$ cat src/rtl/tile_addr_gen.sv
// rtl/tile_addr_gen.sv - tile coordinate to character-buffer address generator
// Two-stage valid-qualified pipeline with frame-synchronous vertical scroll.
module tile_addr_gen #(
  parameter int COLS   = 39,
  parameter int ROWS   = 30,
  parameter int H_W    = 6,
  parameter int V_W    = 6,
  parameter int ADDR_W = 11,
  parameter int BASE   = 0
) (
  input  logic              clk,
  input  logic              rst,
  input  logic              in_valid,
  input  logic [H_W-1:0]    T_h,
  input  logic [V_W-1:0]    T_v,
  input  logic              frame_start,
  input  logic              scroll_wr,
  input  logic [V_W-1:0]    scroll_val,
  output logic              out_valid,
  output logic [ADDR_W-1:0] addr,
  output logic              oob,
  output logic              scroll_err
);

  localparam logic [H_W:0]        COLS_H = (H_W+1)'(COLS);
  localparam logic [V_W:0]        ROWS_V = (V_W+1)'(ROWS);
  localparam logic [31:0]         COLS_K = 32'(COLS);
  localparam logic [ADDR_W-1:0]   BASE_A = ADDR_W'(BASE);

  logic [V_W-1:0]    scroll_pend;
  logic [V_W-1:0]    scroll_act;
  logic              wr_ok;
  logic [V_W:0]      row_sum;
  logic [V_W-1:0]    row_wrap;
  logic              oob_next;
  logic              v1;
  logic              oob1;
  logic [V_W-1:0]    row1;
  logic [H_W-1:0]    col1;
  logic [ADDR_W-1:0] addr_next;

  // Constant multiply as a shift-and-add over the set bits of COLS.
  function automatic logic [ADDR_W-1:0] mul_cols(input logic [V_W-1:0] r);
    logic [ADDR_W-1:0] acc;
    logic [ADDR_W-1:0] sh;
    acc = '0;
    sh  = ADDR_W'(r);
    for (int i = 0; i < 32; i++) begin
      if (COLS_K[i]) acc = acc + sh;
      sh = sh << 1;
    end
    return acc;
  endfunction

  always_comb begin
    wr_ok     = scroll_wr && ({1'b0, scroll_val} < ROWS_V);
    row_sum   = {1'b0, T_v} + {1'b0, scroll_act};
    row_wrap  = V_W'((row_sum >= ROWS_V) ? row_sum - ROWS_V : row_sum);
    oob_next  = ({1'b0, T_h} >= COLS_H) || ({1'b0, T_v} >= ROWS_V);
    addr_next = BASE_A + mul_cols(row1) + ADDR_W'(col1);
  end

  // A write in the same cycle as frame_start bypasses pending straight into active.
  always_ff @(posedge clk or posedge rst) begin
    if (rst) begin
      scroll_pend <= '0;
      scroll_act  <= '0;
      scroll_err  <= 1'b0;
    end else begin
      if (wr_ok) scroll_pend <= scroll_val;
      if (frame_start) scroll_act <= wr_ok ? scroll_val : scroll_pend;
      if (scroll_wr && !wr_ok) scroll_err <= 1'b1;
    end
  end

  always_ff @(posedge clk or posedge rst) begin
    if (rst) begin
      v1   <= 1'b0;
      oob1 <= 1'b0;
      row1 <= '0;
      col1 <= '0;
    end else begin
      v1 <= in_valid;
      if (in_valid) begin
        oob1 <= oob_next;
        row1 <= row_wrap;
        col1 <= T_h;
      end
    end
  end

  always_ff @(posedge clk or posedge rst) begin
    if (rst) begin
      out_valid <= 1'b0;
      addr      <= '0;
      oob       <= 1'b0;
    end else begin
      out_valid <= v1;
      if (v1) begin
        addr <= oob1 ? '0 : addr_next;
        oob  <= oob1;
      end
    end
  end

endmodule

$ cat config.mk
export PLATFORM = sky130hd
export DESIGN_NAME = tile_addr_gen
export DESIGN_NICKNAME = d
export VERILOG_FILES = /design/src/rtl/tile_addr_gen.sv
export SDC_FILE = /design/constraint.sdc
export NUM_CORES = 1
export LEC_CHECK = 0
export CORE_AREA = 2 2 96 98
export DETAILED_ROUTE_END_ITERATION = 8
export DIE_AREA = 0 0 98 100
export SKIP_CTS_REPAIR_TIMING = 1
export SLEW_MARGIN = 25
export SYNTH_ARGS = -nofsm -noshare
export SYNTH_HDL_FRONTEND = slang
export SYNTH_SLANG_ARGS = --single-unit
$ cat constraint.sdc
create_clock -name clk -period 5.83 [get_ports clk]
set_clock_uncertainty 0.15 [all_clocks]
set_input_delay 0.583 -clock clk [delete_from_list [all_inputs] [get_ports clk]]
set_output_delay 0.583 -clock clk [all_outputs]
set_load 0.01 [all_outputs]
==> metrics.txt <==
WS Path Type flip-flop to flip-flop; Longest Clk Path Bufs 2; Comb pwr share 0.698; ys flop type dfrtp_1; # H-tree levels 2; synth warn 0; Setup violations, final 0; area of the core 8890 um^2; CP Max Fanout 3; row count 35; CTS Buf Count 5; CTS tree built; vias in the first global route roughly 2,000; Post-Syn Area per Cell 11.27 um^2; register area about 1000 um^2; I/O Pins 37; port bufs 36; period utilization 0.6300; multi-input logic area 1455 um^2; Fmax achieved approximately 0.27 GHz; setup tns final 0 ps; Root Driver clkbuf_8; Remaining DRCs 0; wirelength, routed 4963 um; slowest cell delay on critical path between 500 and 600 ps; critical-path cell list inv_1 > fa_1 > inv_1 > fa_1 > ha_1 > ha_1 > fa_1 > a21o_1 > a21oi_1 > o21bai_1 > a21oi_1 > xor2_1 > o31ai_1; number of synthesized flops with an enable pin 0; RSZ-0062 raised after global routing no; Slew HR 0.4481; Switch Pwr 0.0008331 W; Die Ht roughly 100 um; Placed Cells incl. Taps between 300 and 400; count of cell types in the netlist 43; commonest non-fill, non-tap cells in the layout 40 x dfrtp_1, 36 x clkdlybuf4s50_1, 27 x inv_1, 27 x ha_1, 17 x mux2_2; vias 1,784; R2R Path Start row1[1]; critical path required time 5850 ps; share of layout cells above drive strength 1 0.1231; Clock Latency Late Sink between 200 and 300 ps; outcome finished clean; Final Power 0.001874 W; flop2flop setup slack 2160 ps; WHS 335.9 ps; min-delay worst type flip-flop to flip-flop; CP Launch Type flip-flop; DP HPWL 3829 um; Synth async-reset ratio 1.000; hold depth 1; maximum vdd drop around 0.00031 V; synthesized area about 2600 um^2; Sequential Power Share 0.202; clock power share 0.100; clk sinks 40; DR iter-0 viols 58; Slew Viols, Final 0; #FFs+latches synth 40; Net Count, Synth 292; clk slew on worst S/H paths about 90 ps; Initial Util 0.2902; Layout Cells excl Fill 379; sequential area share after synthesis 0.3880; drt first pass iters 4; ANT nets after route 0; r2r worst-path depth 13; Worst Tran Pin Value a little over 800 ps; Synth Instances 229; Worst Hold Path EP scroll_err; Final Hold Fails 0; initial antenna violation count 0; Worst setup EP type flip-flop; most used cell, CP fa_1; CP max-delay cell fa_1; crit path DAT 3700 ps; global-route wire length before repair 9011 um; Total GRT Usage 0.1138; Internal Power 0.001040 W; worst reg2reg path endpoint addr[9]; Avg WL per Cell 13.09 um; via/cell ratio 4.707; grt ovf 0; commonest non-fill, non-tap cell in the layout dfrtp_1; switching part of the total 0.4447; Final min period 3673 ps; ant diodes 0; Hold Path Origin scroll_err; Power per Cell Area just under 600 nW/um^2; Leakage 1.426 nW; filler instances roughly 900; GP Congestion 0.8406; Syn-to-layout area delta 22.16%; die area 9800 um^2; largest net degree at the start of global routing 41; final net count between 300 and 400; DIE WIDTH 98 um; MaxCap Viol Count 0
## logic make-up (layout without fill, tap and decap cells)
logic type / after synthesis / count (layout) / share of synthesized area
compound gates: 52 / 52 / 0.1523
fa+ha+maj: 40 / 40 / 0.2318
flops: 40 / 40 / 0.3880
simple gates: 39 / 39 / 0.07566
buf+inv: 33 / 72 / 0.04801
mux: 17 / 17 / 0.07420
xor+xnor: 8 / 8 / 0.03007
## critical path, delay by kind of cell (launching register included)
| family | cells | cell delay, ps |
|---|---|---|
| AOI/OAI and AO/OA | 5 | 700 |
| xor gates and xnor gates | 1 | 160 |
| adders and majority gates | 5 | 1920 |
| buffers and inverters | 2 | 180 |
| DFF | 1 | 430 |
## per-stage QoR
step                        util  instance area (um^2)  setup WS [ps]
after global routing      0.3545                  3152           1876
final                     0.3545                  3152           2157
after detailed placement  0.3447                  3064           2140
after CTS                 0.3545                  3152           2120
after floorplan                -                  2580           2313
after global placement    0.3447                  3064           2206
## synth_stat cells (all sizes together) (5+ instances only)
cell / n / area share
xnor2: 5 / 0.020
inv: 27 / 0.039
dfrtp: 40 / 0.39
clkbuf: 5 / 0.0073
a21oi: 11 / 0.021
nand2: 15 / 0.022
mux2: 17 / 0.074
fa: 13 / 0.10
o2bb2ai: 8 / 0.027
ha: 27 / 0.13
nor2: 7 / 0.010
## how the worst max path moves through the flow
stage	from	end	slack (ps)	cells past startpoint
6_report	row1[1]	addr[9]	2160	13
5_1_grt	row1[1]	addr[9]	1880	13
4_1_cts	row1[1]	addr[9]	2120	13
3_5_place_dp	row1[1]	addr[9]	2140	13
3_3_place_gp	row1[1]	addr[9]	2210	13
2_1_floorplan	row1[1]	addr[9]	2310	13
## cell type report
type,instances,share of cell area
multi-input cells,156,0.4617
flip-flops and latches,40,0.3176
repair buffers,37,0.1167
well taps,111,0.04407
inverters,27,0.03216
clock buffers,5,0.02183
clock inverters,3,0.005955
## registers in the layout (all words and copies together) (netlist names), 6 cells and up
name and cells:
addr 11, col1 6, row1 6, scroll_act 6, scroll_pend 6
## metal layers
metal,part of all wire,track usage
met1,0.47,0.1479
met5,0,0
met4,0.013,0.03526
met2,0.46,0.1870
met3,0.052,0.02994
## power by group through the flow
stage / Sequential [W] / Combinational, W / Clock [W]
6_report: 0.000379 / 0.00131 / 0.000187
5_1_grt: 0.000391 / 0.00156 / 0.000207
4_1_cts: 0.000381 / 0.00132 / 0.000196
3_5_place_dp: 0.000386 / 0.00130 / 0
3_3_place_gp: 0.000386 / 0.00129 / 0
2_1_floorplan: 0.000385 / 0.00102 / 0
No activity file was read; power rests on OpenSTA's default activity.
